$ cat src/rtl/regfile_pkg.sv
// Shared constants and byte-merge helper for the register file and its storage entries.
package regfile_pkg;

  localparam int unsigned DEF_DATA_WIDTH = 32;
  localparam int unsigned DEF_NUM_REGS   = 16;
  localparam int unsigned DEF_ADDR_WIDTH = 4;
  localparam int unsigned BYTES          = DEF_DATA_WIDTH / 8;

  // Widest word the merge helper handles; callers widen their operands and truncate the result.
  localparam int unsigned MAX_DATA_WIDTH = 1024;
  localparam int unsigned MAX_BYTES      = MAX_DATA_WIDTH / 8;

  function automatic logic [MAX_DATA_WIDTH-1:0] byte_merge(
    input logic [MAX_DATA_WIDTH-1:0] old_data,
    input logic [MAX_DATA_WIDTH-1:0] new_data,
    input logic [MAX_BYTES-1:0]      mask
  );
    logic [MAX_DATA_WIDTH-1:0] merged;
    merged = old_data;
    for (int unsigned i = 0; i < MAX_BYTES; i++) begin
      if (mask[i]) merged[8*i +: 8] = new_data[8*i +: 8];
    end
    return merged;
  endfunction

endpackage

$ cat src/rtl/regfile_entry.sv
// One storage word with byte-masked write, synchronous clear and a power-up value.
module regfile_entry
  import regfile_pkg::*;
#(
  parameter int unsigned           DATA_WIDTH = DEF_DATA_WIDTH,
  parameter logic [DATA_WIDTH-1:0] INIT       = '0
) (
  input  logic                    clock,
  input  logic                    clear,
  input  logic                    wr_en_i,
  input  logic [DATA_WIDTH/8-1:0] byte_en_i,
  input  logic [DATA_WIDTH-1:0]   wr_data_i,
  output logic [DATA_WIDTH-1:0]   rd_data_o
);

  // Power-up value only; clear always returns the word to zero.
  logic [DATA_WIDTH-1:0] data_q = INIT;
  logic [DATA_WIDTH-1:0] data_d;

  always_comb begin
    data_d = DATA_WIDTH'(byte_merge(MAX_DATA_WIDTH'(data_q),
                                    MAX_DATA_WIDTH'(wr_data_i),
                                    MAX_BYTES'(byte_en_i)));
  end

  always_ff @(posedge clock) begin
    if (clear) begin
      data_q <= '0;
    end else if (wr_en_i) begin
      data_q <= data_d;
    end
  end

  assign rd_data_o = data_q;

endmodule

$ cat src/rtl/register_file.sv
// Multi-entry register file: one byte-masked write port, two combinational read ports,
// optional hardwired-zero entry 0 and optional write-first bypass.
module register_file
  import regfile_pkg::*;
#(
  parameter int unsigned DATA_WIDTH = DEF_DATA_WIDTH,
  parameter int unsigned NUM_REGS   = DEF_NUM_REGS,
  parameter int unsigned ADDR_WIDTH = DEF_ADDR_WIDTH,
  parameter bit          ZERO_REG   = 1'b1,
  parameter bit          BYPASS     = 1'b1,
  parameter logic [31:0] INIT       = 32'h0
) (
  input  logic                    clock,
  input  logic                    clear,
  input  logic                    write_enable,
  input  logic [ADDR_WIDTH-1:0]   write_addr,
  input  logic [DATA_WIDTH/8-1:0] write_byte_en,
  input  logic [DATA_WIDTH-1:0]   write_data,
  input  logic [ADDR_WIDTH-1:0]   read_addr_a,
  output logic [DATA_WIDTH-1:0]   read_data_a,
  input  logic [ADDR_WIDTH-1:0]   read_addr_b,
  output logic [DATA_WIDTH-1:0]   read_data_b
);

  localparam logic [DATA_WIDTH-1:0] INIT_W = DATA_WIDTH'(INIT);

  logic [DATA_WIDTH-1:0] entry_data [NUM_REGS];
  logic                  wr_valid_c;

  // A write lands only if it has bytes to write and targets an existing, writable entry.
  always_comb begin
    wr_valid_c = write_enable
              && (|write_byte_en)
              && (32'(write_addr) < NUM_REGS)
              && !(ZERO_REG && (write_addr == '0));
  end

  for (genvar g = 0; g < NUM_REGS; g++) begin : g_entry
    if (ZERO_REG && (g == 0)) begin : g_zero
      assign entry_data[g] = '0;
    end else begin : g_store
      regfile_entry #(
        .DATA_WIDTH (DATA_WIDTH),
        .INIT       (INIT_W)
      ) u_entry (
        .clock     (clock),
        .clear     (clear),
        .wr_en_i   (wr_valid_c && (write_addr == ADDR_WIDTH'(g))),
        .byte_en_i (write_byte_en),
        .wr_data_i (write_data),
        .rd_data_o (entry_data[g])
      );
    end
  end

  // Stored word (zero when out of range), optionally overlaid with the in-flight write.
  function automatic logic [DATA_WIDTH-1:0] read_port(
    input logic [ADDR_WIDTH-1:0]   addr,
    input logic [DATA_WIDTH-1:0]   words [NUM_REGS],
    input logic                    wr_valid,
    input logic [ADDR_WIDTH-1:0]   wr_addr,
    input logic [DATA_WIDTH/8-1:0] wr_be,
    input logic [DATA_WIDTH-1:0]   wr_data
  );
    logic [DATA_WIDTH-1:0] stored;
    stored = '0;
    for (int unsigned i = 0; i < NUM_REGS; i++) begin
      if (addr == ADDR_WIDTH'(i)) stored = words[i];
    end
    if (BYPASS && wr_valid && (addr == wr_addr)) begin
      return DATA_WIDTH'(byte_merge(MAX_DATA_WIDTH'(stored),
                                    MAX_DATA_WIDTH'(wr_data),
                                    MAX_BYTES'(wr_be)));
    end
    return stored;
  endfunction

  always_comb begin
    read_data_a = read_port(read_addr_a, entry_data, wr_valid_c,
                            write_addr, write_byte_en, write_data);
    read_data_b = read_port(read_addr_b, entry_data, wr_valid_c,
                            write_addr, write_byte_en, write_data);
  end

endmodule

$ cat config.mk
export PLATFORM = sky130hd
export DESIGN_NAME = register_file
export DESIGN_NICKNAME = d
export VERILOG_FILES = /design/src/rtl/regfile_pkg.sv /design/src/rtl/regfile_entry.sv /design/src/rtl/register_file.sv
export SDC_FILE = /design/constraint.sdc
export NUM_CORES = 1
export LEC_CHECK = 0
export ABC_AREA = 1
export CAP_MARGIN = 20
export CORE_ASPECT_RATIO = 2
export CORE_MARGIN = 4
export CORE_UTILIZATION = 50
export CTS_BUF_LIST = sky130_fd_sc_hd__clkbuf_16
export CTS_CLUSTER_SIZE = 40
export DETAILED_ROUTE_END_ITERATION = 10
export PLACE_DENSITY = 0.64
export SLEW_MARGIN = 20
export SYNTH_ARGS = -nofsm -noshare
export SYNTH_HDL_FRONTEND = slang
export SYNTH_SLANG_ARGS = --single-unit
export TNS_END_PERCENT = 10
$ cat constraint.sdc
create_clock -name clock -period 6.45 [get_ports clock]
set_input_delay 1.29 -clock clock [delete_from_list [all_inputs] [get_ports clock]]
set_output_delay 1.29 -clock clock [all_outputs]
set_load 0.05 [all_outputs]
==> impl_metrics.csv, run 1 <==
group,metric,value,unit
grt,grt_overflow_total,0,
setup_path,required,5.16,ns
timing,finalCritPeriodShare,86.7,%
floorplanning,die_w,170,um
job,cap_violations,0,
grt,grt_pass1_vias,25500,
cells_and_area,largest_register_ffs,480,
placed_design,hpwl,63.6,mm
cells_and_area,final_cell_mix,"1216 x nand2_1, 510 x nand3_1, 480 x dfxtp_1",
cells_and_area,final_layout_size_suffix_gt1_share,7.41,%
pwr,peakVddDrop,0.192,mV
grt,grt_max_degree,140,
setup_path,timing.rr.start,"g_entry[4].g_store.u_entry.rd_data_o[15]",
clocking,clock_path_buffers,3,
floorplanning,rows,118,
setup_path,cp-endpoint,"read_data_b[26]",
timing,setup_viol,0,
placed_design,placedInstanceArea,0.0280,mm^2
drt,drcViolationCount,0,
drt,final_antenna_net_count,0,
clocking,cts.clk_slew.worst_paths,0.06,ns
timing,setup_tns,0,ns
setup_path,path_class,"in2out",
grt,track_usage,31.2,%
synth,syn_nets,4241,
pwr,p_leak,10.5,nW
clocking,cts_resized,0,
setup_path,cp_max_fo,10,
setup_path,cp.arrival,4.30,ns
setup_path,worst_r2r_endpoint,"g_entry[4].g_store.u_entry.rd_data_o[15]",
clocking,cts_root_buf,"clkbuf_16",
clocking,cts_tree,"done",
placed_design,place.gp.congestion,0.889,
drt,postRouteWirelength,92.0,mm
drt,drt_pass1_iterations,6,
setup_path,startpoint_type,"input pin",
cells_and_area,fin_nets,4172,
timing,slew_viol_final,0,
clocking,clk_latency,0.57,ns
setup_path,reg2regPathDepth,2,
clocking,hold_buffers,0,
timing,skew,0,ns
worst_hold_path,hold_path_class,"reg2reg",
placed_design,portBuffers,114,
cells_and_area,area_delta_synth_final,12.5,%
synth,synth_cells,4190,
outcome,outcome,"finished, final reports clean",
timing,relSlewSlack,32.5,%
floorplanning,start_util,50.7,%
floorplanning,ioPinCount,115,
clocking,post_cts_buffers,0,
floorplanning,core-area,0.0518,mm^2
floorplanning,dieArea,0.0565,mm^2
timing,max_freq,179,MHz
pwr,p_per_area,222,mW/mm^2
timing,min_period,5.59,ns
synth,synth.distinct_cells,31,
grt,grt_pass1_wl,144,mm
cells_and_area,n_fill_cell,5127,
cells_and_area,final_area,0.0295,mm^2
drt,vias_per_cell,5.76,
pwr,total_power,6.56,mW
synth,synth_area,0.0263,mm^2
timing,tightest_slew,1.01,ns
clocking,htree_levels,2,
drt,wl_per_cell,19.1,um
drt,first_iter_violations,2912,
clocking,cts_buffers,46,
grt,antenna_found_initial,3,
timing,hold_violations,0,
synth,ys_ff_latch,480,
clocking,cts.sinks,480,
synth,yosysWarnings,0,
synth,ys_seq_area_share,36.6,%
setup_path,r2r_setup_slack,5.70,ns
drt,vias,27800,
setup_path,end_kind,"primary output",
synth,syn_area_per_cell,6.27,um^2
floorplanning,die_height,332,um
cells_and_area,layout_commonest_cell,"nand2_1",
setup_path,startpoint,"write_addr[2]",
timing,rsz0062_at_grt,"no",
-- where the power goes --
group / leakage [nW] / switching (mW) / total [mW] / internal, mW
combinational: 5.82 / 0.545 / 0.753 / 0.208
clock: 0.781 / 1.24 / 2.81 / 1.56
sequential: 3.87 / 0.0153 / 3.00 / 2.99
total: 10.5 / 1.80 / 6.56 / 4.76
-- kinds of logic (layout without fill, tap and decap cells) --
kind of cell	Yosys count	in the layout	share of synthesized area [%]
AOI/OAI and AO/OA	683	683	15.3
xor gates and xnor gates	2	2	0.0667
buffers and inverters	664	630	9.81
DFF	480	480	36.6
other	0	2	0
and+or+nand+nor	2361	2361	38.3
-- cells in the mapped netlist --
cell,n,area [um^2]
nor2_1,445,1670
a211oi_2,31,388
or2_2,6,37.5
o21ai_1,10,50.1
xor2_1,2,17.5
a21oi_1,396,1980
nand4_1,157,982
nor3_1,1,5.00
a211oi_1,135,1010
dfxtp_1,480,9610
nor3b_2,1,12.5
nand2_2,3,18.8
nand3_4,1,17.5
nand3_2,2,20.0
buf_1,8,30.0
buf_4,5,37.5
inv_2,1,3.75
o21ai_0,106,531
nor3_4,3,48.8
o22ai_1,1,6.26
buf_2,51,255
nand2_1,1216,4560
clkinv_1,3,11.3
and2_1,1,6.26
nor2_2,12,75.1
a21oi_4,1,16.3
clkbuf_1,262,983
nor2_4,3,33.8
inv_1,334,1250
o211ai_1,3,22.5
nand3_1,510,2550
-- how the worst min path moves through the flow --
stage                                                          from                                   endpoint  cells past startpoint
after floorplan           g_entry[15].g_store.u_entry.rd_data_o[24]  g_entry[15].g_store.u_entry.rd_data_o[24]                      2
after global placement    g_entry[15].g_store.u_entry.rd_data_o[20]  g_entry[15].g_store.u_entry.rd_data_o[20]                      2
after detailed placement  g_entry[15].g_store.u_entry.rd_data_o[14]  g_entry[15].g_store.u_entry.rd_data_o[14]                      2
after CTS                 g_entry[15].g_store.u_entry.rd_data_o[14]  g_entry[15].g_store.u_entry.rd_data_o[14]                      2
after global routing       g_entry[9].g_store.u_entry.rd_data_o[11]   g_entry[9].g_store.u_entry.rd_data_o[11]                      2
final                     g_entry[15].g_store.u_entry.rd_data_o[14]  g_entry[15].g_store.u_entry.rd_data_o[14]                      2
-- stage by stage --
| stage | hold slack (ns) | util [%] | worst slack, ns | instances |
|---|---|---|---|---|
| 6_report | 0.469 | 57.0 | 0.861 | 4818 |
| 3_5_place_dp | 0.463 | 54.1 | 0.872 | 4733 |
| 4_1_cts | 0.473 | 57.0 | 0.860 | 4816 |
| 3_3_place_gp | 0.457 | 54.1 | 0.865 | 4733 |
| 5_1_grt | 0.493 | 57.0 | 0.656 | 4817 |
| 2_1_floorplan | 0.446 | - | 1.94 | 4190 |
-- cell type report --
class,count,area [um^2],share of cell area (%)
inverters,338,1270,4.30
well taps,660,826,2.80
multi-input cells,3046,14100,47.8
clock inverters,34,270,0.915
diodes,2,5.00,0.0169
flip-flops and latches,480,9610,32.5
clock buffers,49,1230,4.15
repair buffers,209,2200,7.46
-- routing by layer --
metal  track usage, %  vias up  wire length (um)
met1             42.2    12800             38500
met3             3.70      211              6520
li1                 -    13600                 -
met4             11.9        2              3470
met2             50.7     1218             43500
met5                0        -                 7
-- worst max-delay path: stages --
cell and delay (ns):
clkdlybuf4s50_1 0.71, inv_1 0.19, nand2_1 0.09, nand4_1 0.11
nor3_1 0.12, and2_1 0.65, nand2_1 0.42, inv_1 0.33
nand2_1 0.08, nand2_1 0.11, buf_4 0.19
Power figures use the tool's default switching activity.
==> run 2: changes to the inputs <==
--- a/config.mk
+++ b/config.mk
@@ -13,7 +13,9 @@
 export CTS_BUF_LIST = sky130_fd_sc_hd__clkbuf_16
 export CTS_CLUSTER_SIZE = 40
 export DETAILED_ROUTE_END_ITERATION = 10
+export MAX_ROUTING_LAYER = met4
 export PLACE_DENSITY = 0.64
+export RECOVER_POWER = 100
 export SLEW_MARGIN = 20
 export SYNTH_ARGS = -nofsm -noshare
 export SYNTH_HDL_FRONTEND = slang
==> run 2 against run 1 <==
Against the previous run:
- count of clock-buffer cells in the layout did not move
- die area unchanged
- critical path depth rose by 4
- final area is 2.4% lower
- largest cell class unchanged
- utilization down 1.4 points
- sequential cell count did not move
- the run now ends with max-capacitance violations, max-slew violations left
- worst setup slack worse by 0.34 ns
- maximum frequency shrank 5.8%
==> impl_metrics.csv, run 2 (synthesis gave the netlist of run 1 again) <==
group,metric,value,unit
cells_and_area,n_fill_cell,5236,
drt,drcViolationCount,0,
cells_and_area,final_area,0.0288,mm^2
clocking,hold_buffers,0,
outcome,outcome,"finished with violations",
timing,setup_viol,0,
drt,drt_pass1_iterations,6,
pwr,swShare,27.6,%
setup_path,cp_max_fo,19,
grt,met2_usage,50.8,%
setup_path,end_kind,"primary output",
grt,track_usage,32.0,%
floorplanning,dieArea,0.0565,mm^2
floorplanning,die_w,170,um
cells_and_area,final_util,55.6,%
floorplanning,die_height,332,um
timing,relSlewSlack,-34.4,%
clocking,cts.clk_slew.worst_paths,0.06,ns
clocking,cts_tree,"done",
cells_and_area,final_layout_size_suffix_gt1_share,5.39,%
placed_design,hpwl,63.6,mm
pwr,p_leak,10.1,nW
timing,rsz0062_at_grt,"no",
grt,grt_overflow_total,0,
clocking,cts.sinks,480,
cells_and_area,largest_register_ffs,480,
placed_design,portBuffers,114,
timing,hold_violations,0,
placed_design,numPlacedInstances,4733,
floorplanning,start_util,50.7,%
clocking,clk_latency,0.57,ns
drt,vias_per_cell,5.75,
floorplanning,core-area,0.0518,mm^2
timing,setup_tns,0,ns
grt,grt_max_degree,140,
timing,skew,0,ns
timing,tightest_slew,2.02,ns
setup_path,path_class,"in2out",
cells_and_area,fin_nets,4172,
cells_and_area,area_delta_synth_final,9.81,%
placed_design,placedInstanceArea,0.0280,mm^2
drt,vias,27700,
clocking,clock_path_buffers,3,
cells_and_area,final_cell_mix,"1218 x nand2_1, 513 x nand3_1, 480 x dfxtp_1",
grt,busiest_layer,"met2",
placed_design,place.gp.congestion,0.904,
worst_hold_path,hold_path_class,"reg2reg",
pwr,p_per_area,226,mW/mm^2
floorplanning,ioPinCount,115,
timing,finalCritPeriodShare,91.9,%
clocking,cts_buffers,46,
cells_and_area,fin_cells,4820,
outcome,violations,"max-capacitance violations, max-slew violations",
setup_path,cp_slowest_stage_delay,0.70,ns
grt,met3_usage,3.58,%
setup_path,startpoint_type,"input pin",
pwr,peakVddDrop,0.192,mV
clocking,cts_resized,0,
drt,first_iter_violations,2888,
floorplanning,rows,118,
timing,max_freq,169,MHz
grt,grt_pass1_vias,25400,
drt,postRouteWirelength,92.0,mm
clocking,cts_root_buf,"clkbuf_16",
drt,wl_per_cell,19.1,um
placed_design,dp_slack,0.872,ns
cells_and_area,layout_commonest_cell,"nand2_1",
setup_path,required,5.16,ns
pwr,internal_power,4.71,mW
timing,min_period,5.93,ns
setup_path,crit_top_cell,"nand2_1",
setup_path,crit_slowest_cell,"clkbuf_1",
job,cap_violations,4,
pwr,power.share.clock,43.2,%
pwr,seq_power_share,46.2,%
clocking,htree_levels,2,
timing,layout_setup_ws,0.519,ns
cells_and_area,area.sequential,0.00961,mm^2
drt,final_antenna_net_count,0,
pwr,pwr-share-comb,10.6,%
setup_path,crit_chain,"dlygate4sd3_1 -> nand2_1 -> inv_1 -> nand2_1 -> clkbuf_1 -> o21ai_0 -> inv_1 -> nand4_1 -> nand2_1 -> nand4_1 -> nor2_1 -> nand3_1 -> nand2_1 -> nand2_1 -> clkbuf_1",
setup_path,cp.arrival,4.64,ns
grt,grt_pass1_wl,144,mm
grt,antenna_found_initial,3,
timing,slew_viol_final,94,
pwr,total_switching_power,1.79,mW
clocking,post_cts_buffers,0,
cells_and_area,multiInputGateArea,0.0140,mm^2
grt,met1_usage,42.2,%
-- run 2: stage by stage --
step           hold WS [ns]  power, mW
4_1_cts               0.473       6.59
5_1_grt               0.493       6.68
3_5_place_dp          0.463       3.81
3_3_place_gp          0.457       3.81
2_1_floorplan         0.446       3.51
6_report              0.469       6.50
-- run 2: worst max-delay path, delay by kind of cell --
kind            cells  cell delay (ns)
buf+inv             5             1.91
compound gates      1             0.15
simple gates        9             1.27
-- run 2: power by group through the flow --
stage	logic [mW]	registers, mW	clock network [mW]
6_report	0.691	3.00	2.81
3_3_place_gp	0.739	3.07	0
5_1_grt	0.733	3.01	2.94
4_1_cts	0.741	3.00	2.84
3_5_place_dp	0.739	3.07	0
2_1_floorplan	0.440	3.07	0
-- run 2: final cells by class --
class                      instances  area share [%]
multi-input combinational       3046            48.5
antenna                            4          0.0347
timing repair buffer             209            5.64
clock inverter                    34           0.937
tap                              660            2.86
sequential                       480            33.3
clock buffer                      49            4.25
inverter                         338            4.40
-- run 2: worst paths after layout --
kind	depth (start not counted)	startpoint	to	slack, ns
max	15	read_addr_a[0]	read_data_a[3]	0.52
min	2	g_entry[15].g_store.u_entry.rd_data_o[14]	g_entry[15].g_store.u_entry.rd_data_o[14]	0.47
max reg2reg	2	g_entry[4].g_store.u_entry.rd_data_o[15]	g_entry[4].g_store.u_entry.rd_data_o[15]	5.70
min reg2reg	2	g_entry[15].g_store.u_entry.rd_data_o[14]	g_entry[15].g_store.u_entry.rd_data_o[14]	0.47
-- run 2: per-layer routing --
layer / wire [um] / vias to the layer above
li1: - / 13600
met1: 38700 / 12700
met2: 43300 / 1204
met3: 6510 / 225
met4: 3550 / 0
met5: 0 / -
